===== src/rtl/mult_seq_pkg.sv =====
// Shared definitions for the sequential multiplier family: state encoding and
// the step-counter width helper (also used by the radix-4 variant).
package mult_seq_pkg;

    localparam logic [1:0] IDLE = 2'b00;
    localparam logic [1:0] RUN  = 2'b01;
    localparam logic [1:0] DONE = 2'b10;

    typedef enum logic [1:0] {
        ST_IDLE = IDLE,
        ST_RUN  = RUN,
        ST_DONE = DONE
    } state_t;

    // The counter must be able to hold the value n, reached after the final step.
    function automatic int cnt_w(input int n);
        return $clog2(n + 1);
    endfunction

endpackage


===== src/rtl/mult_seq_ctrl.sv =====
// Control for the shift-and-add multiplier: IDLE/RUN/DONE FSM plus step counter.
// Emits load/step/fin strobes for the datapath and the busy/done handshake.
module mult_seq_ctrl
    import mult_seq_pkg::*;
#(
    parameter int N     = 16,
    parameter int CNT_W = cnt_w(N)
) (
    input  logic clk,
    input  logic rst_n,
    input  logic i_start,
    output logic o_load,
    output logic o_step,
    output logic o_fin,
    output logic o_busy,
    output logic o_done
);

    state_t             r_state;
    state_t             w_state_nxt;
    logic [CNT_W-1:0]   r_cnt;
    logic               w_last;

    assign w_last = (r_cnt == CNT_W'(N - 1));

    always_ff @(posedge clk or negedge rst_n) begin
        if (!rst_n) begin
            r_state <= ST_IDLE;
        end else begin
            r_state <= w_state_nxt;
        end
    end

    always_ff @(posedge clk or negedge rst_n) begin
        if (!rst_n) begin
            r_cnt <= '0;
        end else if (o_load) begin
            r_cnt <= '0;
        end else if (o_step) begin
            r_cnt <= r_cnt + 1'b1;
        end
    end

    always_comb begin
        w_state_nxt = r_state;
        o_load      = 1'b0;
        o_step      = 1'b0;
        o_fin       = 1'b0;
        o_busy      = (r_state != ST_IDLE);
        o_done      = (r_state == ST_DONE);
        case (r_state)
            ST_IDLE: begin
                if (i_start) begin
                    o_load      = 1'b1;
                    w_state_nxt = ST_RUN;
                end
            end
            ST_RUN: begin
                o_step = 1'b1;
                if (w_last) begin
                    o_fin       = 1'b1;
                    w_state_nxt = ST_DONE;
                end
            end
            ST_DONE: begin
                w_state_nxt = ST_IDLE;
            end
            default: begin
                w_state_nxt = ST_IDLE;
            end
        endcase
    end

endmodule


===== src/rtl/mult_seq_nxn.sv =====
// Radix-2 sequential N x N -> 2N multiplier, one partial product per clock.
// Define MULT_SEQ_SIGNED_EN to add the sgn port and two's-complement operation.
module mult_seq_nxn
    import mult_seq_pkg::*;
#(
    parameter int N     = 16,
    parameter int CNT_W = cnt_w(N)
) (
    input  logic           clk,
    input  logic           rst_n,
    input  logic           start,
    input  logic [N-1:0]   mplier,
    input  logic [N-1:0]   mcand,
`ifdef MULT_SEQ_SIGNED_EN
    input  logic           sgn,
`endif
    output logic           busy,
    output logic           done,
    output logic [2*N-1:0] product
);

    logic           w_load;
    logic           w_step;
    logic           w_fin;
    logic [2*N:0]   r_acc;
    logic [N-1:0]   r_mc;
    logic [2*N-1:0] r_product;
    logic [N-1:0]   w_mplier_eff;
    logic [N-1:0]   w_mcand_eff;
    logic [N:0]     w_hi;
    logic [2*N:0]   w_acc_nxt;
    logic [2*N-1:0] w_prod_fix;

    mult_seq_ctrl #(
        .N     (N),
        .CNT_W (CNT_W)
    ) u_ctrl (
        .clk     (clk),
        .rst_n   (rst_n),
        .i_start (start),
        .o_load  (w_load),
        .o_step  (w_step),
        .o_fin   (w_fin),
        .o_busy  (busy),
        .o_done  (done)
    );

`ifdef MULT_SEQ_SIGNED_EN
    logic r_neg;
    logic w_neg_in;

    // Magnitude as N-bit unsigned; the most negative value maps to 2^(N-1), which fits.
    function automatic logic [N-1:0] abs_n(input logic [N-1:0] v);
        return v[N-1] ? (~v + 1'b1) : v;
    endfunction

    assign w_mplier_eff = sgn ? abs_n(mplier) : mplier;
    assign w_mcand_eff  = sgn ? abs_n(mcand)  : mcand;
    assign w_neg_in     = sgn & (mplier[N-1] ^ mcand[N-1]);
    assign w_prod_fix   = r_neg ? (~w_acc_nxt[2*N-1:0] + 1'b1) : w_acc_nxt[2*N-1:0];

    always_ff @(posedge clk) begin
        if (w_load) begin
            r_neg <= w_neg_in;
        end
    end
`else
    assign w_mplier_eff = mplier;
    assign w_mcand_eff  = mcand;
    assign w_prod_fix   = w_acc_nxt[2*N-1:0];
`endif

    // Add and shift in one step; the adder carry lands in the top bit and is shifted down.
    assign w_hi      = r_acc[2*N:N] + (r_acc[0] ? {1'b0, r_mc} : '0);
    assign w_acc_nxt = {1'b0, w_hi, r_acc[N-1:1]};

    always_ff @(posedge clk) begin
        if (w_load) begin
            r_mc <= w_mcand_eff;
        end
    end

    always_ff @(posedge clk or negedge rst_n) begin
        if (!rst_n) begin
            r_acc <= '0;
        end else if (w_load) begin
            r_acc <= {{(N+1){1'b0}}, w_mplier_eff};
        end else if (w_step) begin
            r_acc <= w_acc_nxt;
        end
    end

    // Result is only updated on the final step so it stays stable between done pulses.
    always_ff @(posedge clk or negedge rst_n) begin
        if (!rst_n) begin
            r_product <= '0;
        end else if (w_fin) begin
            r_product <= w_prod_fix;
        end
    end

    assign product = r_product;

endmodule


===== config.mk =====
export PLATFORM = sky130hd
export DESIGN_NAME = mult_seq_nxn
export DESIGN_NICKNAME = d
export VERILOG_FILES = /design/src/rtl/mult_seq_pkg.sv /design/src/rtl/mult_seq_ctrl.sv /design/src/rtl/mult_seq_nxn.sv
export SDC_FILE = /design/constraint.sdc
export NUM_CORES = 1
export LEC_CHECK = 0
export ABC_AREA = 1
export CAP_MARGIN = 0
export CORE_ASPECT_RATIO = 0.7
export CORE_MARGIN = 2
export CORE_UTILIZATION = 35
export DETAILED_ROUTE_END_ITERATION = 16
export PLACE_DENSITY = 0.57
export SYNTH_ARGS = -nofsm -noshare
export SYNTH_HDL_FRONTEND = slang
export SYNTH_SLANG_ARGS = --single-unit

===== constraint.sdc =====
create_clock -name clk -period 2.3 [get_ports clk]
set_clock_uncertainty 0.05 [all_clocks]
set_input_delay 0.575 -clock clk [delete_from_list [all_inputs] [get_ports clk]]
set_output_delay 0.575 -clock clk [all_outputs]
set_load 0.005 [all_outputs]

* Yosys cells after proc, flatten, opt, wreduce, memory -nomap -nowiden *
Cells that the tools add are included.

storage, ports and cells
  register bits = 88
  input bits = 35
  output and inout bits = 34
  word-level logic and storage cells = 29

operators by class
  $add $sub $neg = 2
  eq/ne operators = 5
  mux-type cells = 13
  reductions and logical operators = 4

operators with widths
  kind                 count
  $mux 33              2
  $add 17x16->17       1
  $mux 16              1
  $mux 5               2
  $add 5x1->5 const B  1
  $eq 5x4->1 const B   1
  $mux 1               5
  $mux 2               2
  $pmux 2 s2           1
  $reduce_bool 2->1    2
  $eq 2x1->1 const B   1
  $eq 2x2->1 const B   1
  $logic_not 2->1      1
  $ne 2x1->1 const B   1
  $ne 2x2->1 const B   1
  $reduce_and 2->1     1

* Depth between registers and ports, before layout *
Gate-level depths: netlist of the first run.

  depth in word-level cells = 4
  depth in mapped cells = 15
  mapped depth without buffers = 13

* By module *
Synthesis of the first run repeated with hierarchy kept, for this count alone.

second synthesis, totals
  cells, all modules = 536
  area total of the unflattened synthesis = 4400.5 um^2

by module, submodules not included
  module         instances  cells each  area each (um^2)
  mult_seq_nxn   1          489         4041.4
  mult_seq_ctrl  1          47          359.1

* Least setup slack after synthesis of the first run *
Ideal clock, no wire load.

  kind = flip-flop to flip-flop
  start = reg r_acc[0]
  end = reg r_acc[23]
  library setup time = 0.116 ns
  data arrival time = 1.992 ns
  required time = 2.134 ns
  path slack = 0.142 ns
  stages on the path, launching flop included = 15
  buffers on the path = 2
  path through = dfrtp_1 -> clkbuf_1 -> clkbuf_1 -> nand2_1 -> inv_1 -> ha_1 -> fa_1 -> nand2_1 -> nand2_1 -> and2_4 -> nand2_2 -> nand2_2 -> xor2_1 -> nand2_1 -> nand2_1

on the way
  word-level cells in the longest chain between the ends = 4

RTL lines
  element                 RTL line            text
  start, declared         mult_seq_nxn.sv:25  logic [2*N:0] r_acc;
  start signal, assigned  mult_seq_nxn.sv:87  r_acc <= {{(N+1){1'b0}}, w_mplier_eff};
  start signal, assigned  mult_seq_nxn.sv:89  r_acc <= w_acc_nxt;
  $mux 16                 mult_seq_nxn.sv:74  assign w_hi = r_acc[2*N:N] + (r_acc[0] ? {1'b0, r_mc} : '0);
  $add 17x16->17          mult_seq_nxn.sv:74
  $mux 33                 mult_seq_nxn.sv:88  end else if (w_step) begin
  $mux 33                 mult_seq_nxn.sv:86  end else if (w_load) begin

No other way between the ends. The select of a mux whose other input is x is not followed.
A chain may end at the register's enable or synchronous reset.

* Final worst setup path of the first run *
  start = reg r_acc[0]
  end = reg r_product[21] (netlist: product[21])

on the way
  word-level cells in the longest chain between the ends = 2

RTL lines
  element               RTL line            text
  $mux 16               mult_seq_nxn.sv:74
  $add 17x16->17        mult_seq_nxn.sv:74
  end signal, assigned  mult_seq_nxn.sv:98  r_product <= w_prod_fix;
  end, declared         mult_seq_nxn.sv:27  logic [2*N-1:0] r_product;

No other way between the ends.

==> impl_metrics.tcl, run 1 <==
set metrics [dict create \
    grt_pass1_vias 3464 \
    synth-xor-area-share_pct 0.795 \
    gp_congestion 0.925 \
    clock_latency_ns 0.34 \
    cp_max_fo 6 \
    dieArea_um2 13500 \
    start_kind "flop" \
    layout_common_cells "168 x nand2_1, 71 x dfrtp_1, 67 x inv_1, 67 x clkdlybuf4s50_1, 29 x nand3_1" \
    yosysSeqAreaShare_pct 51.2 \
    layout-drive-gt1-share_pct 9.63 \
    cts_buffers 9 \
    worstReg2RegEnd "product[21]" \
    num_vias 3486 \
    cts_tree "built" \
    ys_ff_latch 87 \
    drc 0 \
    post_cts.repair.setup_buffers 0 \
    clk_pin_slew_ns 0.06 \
    wl_per_cell_um 14.3 \
    leakage_nw 2.78 \
    nets 641 \
    rsz0062_at_grt "no" \
    setup_violations 0 \
    postRouteAntennaNets 0 \
    layout_commonest_cell "nand2_1" \
    max_cap_violations 0 \
    synthDistinctLibCells 39 \
    holdCritPathClass "input pin to asynchronous set/reset pin" \
    hold_viol 0 \
    synth_cells 516 \
    die_x_um 138 \
    reg2reg_slack_ns 0.14 \
    setup_ws_ns 0.144 \
    syn2layout_area_growth_pct 26.9 \
    placementRows 34 \
    peakVddDrop_uv 452 \
    grt_max_degree 72 \
    crit_arrival_ns 2.33 \
    finalMaxSlewViolations 0 \
    slew_headroom_pct 73.2 \
    synth_compound_area_share_pct 9.51 \
    period_share_pct 93.7 \
    synth_nets 570 \
    power.density_nw_per_um2 1460 \
    drtIter0Drc 200 \
    overflow 0 \
    hold_buffers 0 \
    initial_core_util_pct 35.7 \
    criticalPathCategory "flop to flop" \
    cts_root_buf "clkbuf_16" \
    fin_crit_ns 2.16 \
    first_pass_iters 4 \
    fin_tns_setup_ns 0 \
    fp.dieH_um 97.9 \
    synth_top_family_by_area "simple AND/OR/NAND/NOR gates" \
    fmaxAchievable_mhz 464 \
    grt_antenna_before_repair 0 \
    grt_pass1_wl_um 18100 \
    ioPinCount 69 \
    place_ws_ns 0.173 \
    routed_via_density 4.62 \
    clock_path_buffers 2 \
    synthMuxAreaShare_pct 0 \
    power_mw 8.14 \
    syn_area_per_cell_um2 8.54 \
    core_region_area_um2 12300 \
    gr-usage-all-layers_pct 17.0 \
    status "finished, final reports clean" \
    synth-simple-area-share_pct 23.8 \
    netlist_area_um2 4410 \
    routed_wl_um 10700 \
    antenna_cells 0 \
    worst_pin_slew_ns 0.403 \
    cp.required_ns 2.47 \
    synth_fa_ha_area_share_pct 5.57 \
    hpwl_um 7750 \
    end_kind "flop" \
    r2r_start "r_acc[0]" \
    yosys_warnings 0 \
    cts.sinks 87 \
    portBuffers 68 \
    htreeDepth 3 \
    rr_worst_depth 11 \
]
## sequential cells by signal (all words and copies together), names as in the netlist
| name | flops |
|---|---|
| product | 32 |
| r_acc | 32 |
| r_mc | 16 |
| u_ctrl.r_cnt | 5 |
| u_ctrl.r_state | 2 |
## critical path, cell delays in order, from the launching register on
cell	delay [ns]
dfrtp_1	0.45
nand2_1	0.09
inv_1	0.04
ha_1	0.20
fa_1	0.40
nand2_1	0.10
nand2_1	0.08
nand3b_1	0.08
nand2_1	0.10
or2_1	0.26
nand3_1	0.11
nand2_1	0.07
## per-layer routing
metal  share of wire (%)  routed length [um]  track usage (%)
met1                  54                5750             26.0
met2                  38                4070             22.3
met3                 7.5                 802             6.08
met4                 1.2                 125             4.95
met5                   0                   0                0
## logic make-up (layout without fill, tap and decap cells)
logic type                 Yosys count  after routing
xor gates and xnor gates             4              4
and+or+nand+nor                    241            241
buffers and inverters               93            169
DFF                                 87             87
AOI/OAI and AO/OA                   72             72
adders and majority gates           19             19
## power breakdown
| part | internal (mW) | switching, mW | total, mW |
|---|---|---|---|
| Sequential | 2.26 | 0.420 | 2.68 |
| Clock | 0.904 | 0.596 | 1.50 |
| Combinational | 1.70 | 2.26 | 3.96 |
| Total | 4.87 | 3.28 | 8.14 |
## synth_stat cells
cell type / count / area (um^2)
a21oi_1: 7 / 35.0
a21oi_2: 2 / 17.5
a22o_1: 1 / 8.76
a22oi_1: 15 / 113
a31oi_1: 1 / 6.26
and2_4: 1 / 8.76
buf_2: 6 / 30.0
buf_4: 1 / 7.51
buf_6: 4 / 45.0
clkbuf_1: 2 / 7.51
clkbuf_2: 2 / 10.0
dfrtp_1: 71 / 1780
edfxtp_1: 16 / 480
fa_1: 1 / 20.0
ha_1: 18 / 225
inv_1: 67 / 251
inv_2: 9 / 33.8
inv_4: 1 / 6.26
inv_6: 1 / 8.76
nand2_1: 168 / 631
nand2_2: 14 / 87.6
nand2_4: 1 / 11.3
nand3_1: 29 / 145
nand3b_1: 4 / 30.0
nand4_1: 2 / 12.5
nor2_1: 11 / 41.3
nor2_2: 2 / 12.5
nor3_1: 1 / 5.00
nor3_2: 3 / 30.0
o211ai_1: 1 / 7.51
o21ai_0: 24 / 120
o21ai_1: 18 / 90.1
o21bai_1: 1 / 7.51
o22ai_1: 1 / 6.26
o31ai_1: 1 / 7.51
or2_1: 4 / 25.0
or2_4: 1 / 8.76
xnor2_1: 1 / 8.76
xor2_1: 3 / 26.3
## timing repair
| item | 4_1_cts | 5_1_grt |
|---|---|---|
| endpoints found under the hold margin | 0 | 0 |
| resized for setup | 0 | 1 |
| endpoints found under the setup margin | 0 | 1 |
## through the flow
step | hold slack (ns) | cells | cell area, um^2 | util [%]
floorplan | 0.229 | 516 | 4410 | -
global placement | 0.420 | 738 | 5270 | 42.7
detailed placement | 0.415 | 738 | 5270 | 42.7
CTS | 0.220 | 754 | 5580 | 45.3
global route | 0.224 | 754 | 5590 | 45.3
finish | 0.197 | 754 | 5590 | 45.3
## worst max path at each step
stage / from / endpoint / slack, ns / depth (start not counted)
after floorplan: r_acc[0] / r_acc[23] / 0.14 / 14
after global placement: r_acc[0] / product[23] / 0.16 / 12
after detailed placement: r_acc[0] / product[21] / 0.17 / 11
after CTS: r_acc[0] / product[21] / 0.15 / 11
after global routing: r_acc[0] / product[21] / 0.008 / 11
final: r_acc[0] / product[21] / 0.14 / 11
## layout make-up
type | instances | area [um^2]
Clock buffer | 11 | 254
Clock inverter | 5 | 55.1
Fill cell | 1192 | 6750
Inverter | 78 | 300
Multi-Input combinational cell | 336 | 1760
Sequential cell | 87 | 2260
Tap cell | 162 | 203
Timing Repair Buffer | 75 | 766
No activity file was read; power rests on OpenSTA's default activity.
==> inputs of run 2 (changes only) <==
--- a/config.mk
+++ b/config.mk
@@ -11,7 +11,8 @@
 export CORE_MARGIN = 2
 export CORE_UTILIZATION = 35
 export DETAILED_ROUTE_END_ITERATION = 16
-export PLACE_DENSITY = 0.57
+export MAX_ROUTING_LAYER = met4
+export PLACE_DENSITY = 0.55
 export SYNTH_ARGS = -nofsm -noshare
 export SYNTH_HDL_FRONTEND = slang
 export SYNTH_SLANG_ARGS = --single-unit
==> constraint.sdc (replaced) <==
create_clock -name clk -period 2.4 [get_ports clk]
set_clock_uncertainty 0.05 [all_clocks]
set_input_delay 0.6 -clock clk [delete_from_list [all_inputs] [get_ports clk]]
set_output_delay 0.6 -clock clk [all_outputs]
set_load 0.005 [all_outputs]
==> run 2 against run 1 <==
  * Sequential power shrank 4%
  * Count of clock-buffer cells in the layout up 1
  * Non-clock buffer count fell by 1
  * Register-to-register slack gained 0.16 ns
  * Global-route usage decreased by 0.24 points
  * Total power shrank 6.6%
  * Clock power decreased by 9%
  * Wire length shrank 2.8%
  * Design area is 0.51% lower
  * Via count decreased by 1.5%
  * Largest power group unchanged
==> impl_metrics.tcl, run 2 (same netlist as run 1, synthesis figures left out) <==
set metrics [dict create \
    cts_root_buf "clkbuf_16" \
    hold_ws_ns 0.230 \
    hpwl_um 7510 \
    criticalPathCategory "flop to flop" \
    fillCellCount 1182 \
    clkPwrFrac_pct 18.0 \
    cp.required_ns 2.57 \
    crit_arrival_ns 2.27 \
    wl_per_cell_um 13.9 \
    grt_max_degree 72 \
    placed_cells 737 \
    utilization_pct 45.1 \
    core_region_area_um2 12300 \
    dieArea_um2 13500 \
    design_area_um2 5560 \
    power.switching_mw 3.04 \
    internal-power_mw 4.57 \
    fin_tns_setup_ns 0 \
    initial_core_util_pct 35.7 \
    clock_path_buffers 2 \
    grt_antenna_before_repair 0 \
    portBuffers 68 \
    status "finished, final reports clean" \
    clk_pin_slew_ns 0.06 \
    htreeDepth 3 \
    max_cap_violations 0 \
    antenna_cells 0 \
    switching_share_pct 39.9 \
    postCtsResizedCells 0 \
    setup_ws_ns 0.301 \
    pwr-share-seq_pct 33.8 \
    routed_via_density 4.56 \
    clock_latency_ns 0.34 \
    postRouteAntennaNets 0 \
    worst_pin_slew_ns 0.395 \
    end_kind "flop" \
    layout-drive-gt1-share_pct 9.64 \
    hold_buffers 0 \
    rsz0062_at_grt "no" \
    grt_pass1_wl_um 17500 \
    power_mw 7.61 \
    cts.sinks 87 \
    power_frac_comb_pct 48.3 \
    setup_violations 0 \
    cts_buffers 9 \
    fp.dieH_um 97.9 \
    overflow 0 \
    first_pass_iters 5 \
    fmaxAchievable_mhz 476 \
    nets 640 \
    period_share_pct 87.5 \
    post_cts.repair.setup_buffers 0 \
    leakage_nw 2.77 \
    cts_tree "built" \
    holdCritPathClass "input pin to asynchronous set/reset pin" \
    gr-usage-all-layers_pct 16.8 \
    place_area_um2 5270 \
    drtIter0Drc 193 \
    layout_common_cells "168 x nand2_1, 71 x dfrtp_1, 67 x inv_1, 67 x clkdlybuf4s50_1, 29 x nand3_1" \
    power.density_nw_per_um2 1370 \
    place_ws_ns 0.342 \
    layout_commonest_cell "nand2_1" \
    routed_wl_um 10500 \
    fin_crit_ns 2.10 \
    syn2layout_area_growth_pct 26.2 \
    slew_headroom_pct 73.7 \
    drc 0 \
    finalMaxSlewViolations 0 \
    layout.cells.non_filler 753 \
    hold_viol 0 \
    ioPinCount 69 \
    die_x_um 138 \
    placementRows 34 \
    grt_pass1_vias 3470 \
    start_kind "flop" \
    num_vias 3434 \
    gp_congestion 0.912 \
    peakVddDrop_uv 423 \
    cp_max_fo 6 \
]
[run 2: changes by cell type in the layout (fill, tap and decap cells not counted), sizes merged]
cell | before | now
clkbuf | 11 | 12
bufinv | 1 | 0
buf | 8 | 7
[run 2: critical path: stages (launching register included)]
cell      delay (ns)
dfrtp_1         0.43
nand2_1         0.08
inv_1           0.04
ha_1            0.20
fa_1            0.41
nand2_1         0.09
nand2_1         0.07
nand3b_1        0.09
nand2_1         0.10
nand2_1         0.15
nand3b_1        0.12
nand3_1         0.11
nand2_1         0.05
[run 2: final timing paths]
check / startpoint / to / slack (ns) / depth (start not counted)
min in group clk: product[27] / product[27] / 0.43 / 2
min: rst_n / r_acc[13] / 0.23 / 2
max reg2reg: r_acc[0] / product[25] / 0.30 / 12
max: r_acc[0] / product[25] / 0.30 / 12
min reg2reg: product[27] / product[27] / 0.43 / 2
max in group asynchronous: rst_n / r_acc[29] / 1.74 / 2
[run 2: final cells by class]
class                   count  area, um^2  share of cell area [%]
repair buffers             74         758                    13.6
clock buffers              12         268                    4.81
flip-flops and latches     87        2260                    40.6
multi-input cells         336        1750                    31.4
clock inverters             4        27.5                   0.495
inverters                  78         300                    5.40
well taps                 162         203                    3.64
[run 2: power by group through the flow]
stage / registers [mW] / logic [mW] / clock network [mW]
floorplan: 2.50 / 2.44 / 0
global placement: 2.58 / 3.63 / 0
detailed placement: 2.58 / 3.69 / 0
CTS: 2.57 / 3.70 / 1.41
global route: 2.65 / 4.20 / 1.47
finish: 2.57 / 3.67 / 1.37
[run 2: per-layer routing]
metal / up-vias / global-route usage, % / part of all wire, %
met5: - / - / 0
met4: 0 / 4.24 / 0.69
met3: 5 / 3.58 / 4.5
met2: 77 / 22.7 / 39
met1: 1572 / 25.3 / 55
li1: 1780 / - / -
==> inputs of run 3 (changes only) <==
--- a/config.mk
+++ b/config.mk
@@ -5,7 +5,6 @@
 export SDC_FILE = /design/constraint.sdc
 export NUM_CORES = 1
 export LEC_CHECK = 0
-export ABC_AREA = 1
 export CAP_MARGIN = 0
 export CORE_ASPECT_RATIO = 0.7
 export CORE_MARGIN = 2
==> run 3 against run 2 <==
  * Clock power is 9% lower
  * Register-to-register slack worse by 0.23 ns
  * Combinational power is 15% lower
  * Global-route usage is 0.73 points lower
  * First-iteration DRC count is 7.8% lower
  * Worst setup slack worse by 0.23 ns
==> impl_metrics.tcl, run 3 <==
set metrics [dict create \
    status "finished, final reports clean" \
    die_x_um 135 \
    portBuffers 68 \
    rsz0062_at_grt "yes" \
    crit_arrival_ns 2.52 \
    setup_violations 0 \
    netlist_area_um2 4210 \
    synth_nets 444 \
    gp_congestion 0.897 \
    start_kind "flop" \
    clkPwrFrac_pct 18.2 \
    critPathMaxStageDelay_ns 0.45 \
    leakage_nw 2.35 \
    place_ws_ns -0.0888 \
    routed_wl_um 9750 \
    core_region_area_um2 11700 \
    max_cap_violations 0 \
    post-synth-top-count-cell "dfrtp_1" \
    nets 522 \
    finalMaxSlewViolations 0 \
    slowest_stage "dfrtp_2" \
    power.density_nw_per_um2 1240 \
    multi_input_area_um2 1950 \
    synth_area_leaders "dfrtp_1 42%, edfxtp_1 11%, nand2_1 5.6%" \
    grt_max_degree 72 \
    cts.sinks 87 \
    synthDistinctLibCells 48 \
    criticalPathCategory "flop to flop" \
    layout_common_cells "69 x dfrtp_1, 67 x clkdlybuf4s50_1, 61 x nand2_1" \
    cp_cell_sequence "buf_6 -> and2_4 -> ha_4 -> a21o_1 -> nand4_1 -> a211o_1 -> and2_4 -> and3_4 -> o31ai_2" \
    setup_ws_ns 0.0714 \
    fin_crit_ns 2.33 \
    design_area_um2 5550 \
    synthFlopType "dfrtp_1" \
    clk_pin_slew_ns 0.06 \
    synth_cells 390 \
    power.switching_mw 2.44 \
    cp_top_family "compound AO/OA/AOI/OAI gates" \
    cp.required_ns 2.59 \
    dieArea_um2 12900 \
    cts_buffers 9 \
    netlist_top_cells_count "71 x dfrtp_1, 63 x nand2_1, 44 x o21ai_0" \
    cp_common_cell "and2_4" \
    regArea_um2 2260 \
    synth_top_cell_by_area "dfrtp_1" \
    peakVddDrop_uv 420 \
    crit_buf_inv 1 \
    first_pass_iters 4 \
    switching_share_pct 35.6 \
    wl_per_cell_um 15.5 \
    clock_latency_ns 0.33 \
    place_area_um2 5110 \
    num_vias 3096 \
    postRouteAntennaNets 0 \
    synth_edf_count 16 \
    gr-usage-all-layers_pct 16.0 \
    antenna_cells 0 \
    slew_headroom_pct 67.1 \
    grt_antenna_before_repair 0 \
    grt_pass1_vias 3004 \
    placementRows 33 \
    end_kind "flop" \
    clock_path_buffers 2 \
    cp_max_fo 8 \
    cts_root_buf "clkbuf_16" \
    hold_viol 0 \
    cts_tree "built" \
    hpwl_um 6790 \
    fillCellCount 1099 \
    drc 0 \
    yosysTopAreaCellShare_pct 42.2 \
    ioPinCount 69 \
    hold_buffers 0 \
    worst_pin_slew_ns 0.494 \
    initial_core_util_pct 35.9 \
    pwr-share-seq_pct 36.4 \
    ys_ff_latch 87 \
    power_mw 6.85 \
    power_frac_comb_pct 45.4 \
    async_flop_share_pct 81.6 \
    internal-power_mw 4.41 \
    syn_area_per_cell_um2 10.8 \
    syn2layout_area_growth_pct 31.7 \
    period_share_pct 97.0 \
    overflow 0 \
    layout_commonest_cell "dfrtp_1" \
    yosysSeqAreaShare_pct 53.6 \
    fmaxAchievable_mhz 429 \
    htreeDepth 3 \
    fp.dieH_um 95.8 \
    holdCritPathClass "input pin to asynchronous set/reset pin" \
    routed_via_density 4.91 \
    grt_pass1_wl_um 15500 \
    drtIter0Drc 178 \
    layout-drive-gt1-share_pct 17.5 \
    yosys_warnings 0 \
]
## run 3: cell families (layout without fill, tap and decap cells)
family	after synthesis	after routing	share of synthesized area (%)
flops	87	87	53.6
mux	18	18	4.79
fa+ha+maj	19	19	5.83
buf+inv	25	108	3.75
compound gates	118	118	17.5
simple gates	111	111	12.0
xor+xnor	12	12	2.50
## run 3: per-layer routing
layer  up-vias  share of wire, %  track usage (%)
li1       1547                 -                -
met1      1482                52             23.1
met2        59                43             22.5
met5         -                 0                -
met3         8               4.1             4.05
met4         0              0.74             4.17
## run 3: power groups by stage
stage	registers, mW	logic (mW)	clock network (mW)
after floorplan	2.40	1.80	0
after global placement	2.48	2.78	0
after detailed placement	2.49	2.84	0
after CTS	2.47	2.88	1.29
after global routing	2.57	3.45	1.35
final	2.49	3.11	1.25
## run 3: what timing repair did
item,4_1_cts,5_1_grt
gates cloned,0,0
endpoints found under the setup margin,5,20
gates resized for setup,4,30
pin swaps,2,10
setup buffers,1,2
hold endpoints to repair,0,0
## run 3: area by class of cell
| type | instances | share of cell area (%) |
|---|---|---|
| inverter | 5 | 0.338 |
| sequential | 87 | 40.7 |
| tap | 157 | 3.54 |
| multi-input combinational | 278 | 35.2 |
| clock inverter | 4 | 0.384 |
| clock buffer | 12 | 4.26 |
| timing repair buffer | 87 | 15.5 |
## run 3: path summary, 6_finish.rpt
path	from	cells after the start	slack, ns	endpoint
min in group clk	u_ctrl.r_cnt[4]	2	0.43	u_ctrl.r_cnt[4]
worst max register to register	r_acc[0]	9	0.07	r_acc[27]
worst min register to register	u_ctrl.r_cnt[4]	2	0.43	u_ctrl.r_cnt[4]
worst max-delay path	r_acc[0]	9	0.07	r_acc[27]
max in group asynchronous	rst_n	2	1.73	r_acc[0]
worst min-delay path	rst_n	2	0.23	product[12]
## run 3: worst reg2reg max path: stages, from the launching register on
cell and delay [ns]:
dfrtp_2 0.45, buf_6 0.13, and2_4 0.13, ha_4 0.27, a21o_1 0.13, nand4_1 0.12
a211o_1 0.38, and2_4 0.21, and3_4 0.17, o31ai_2 0.21
## run 3: through the flow
stage / hold WS (ns) / util (%) / std cells / TNS (ns)
2_1_floorplan: 0.254 / - / 390 / 0
5_1_grt: 0.267 / 47.3 / 630 / -0.164
6_report: 0.229 / 47.3 / 630 / 0
3_5_place_dp: 0.425 / 43.6 / 611 / -0.198
4_1_cts: 0.248 / 45.9 / 628 / 0
3_3_place_gp: 0.414 / 43.6 / 611 / 0
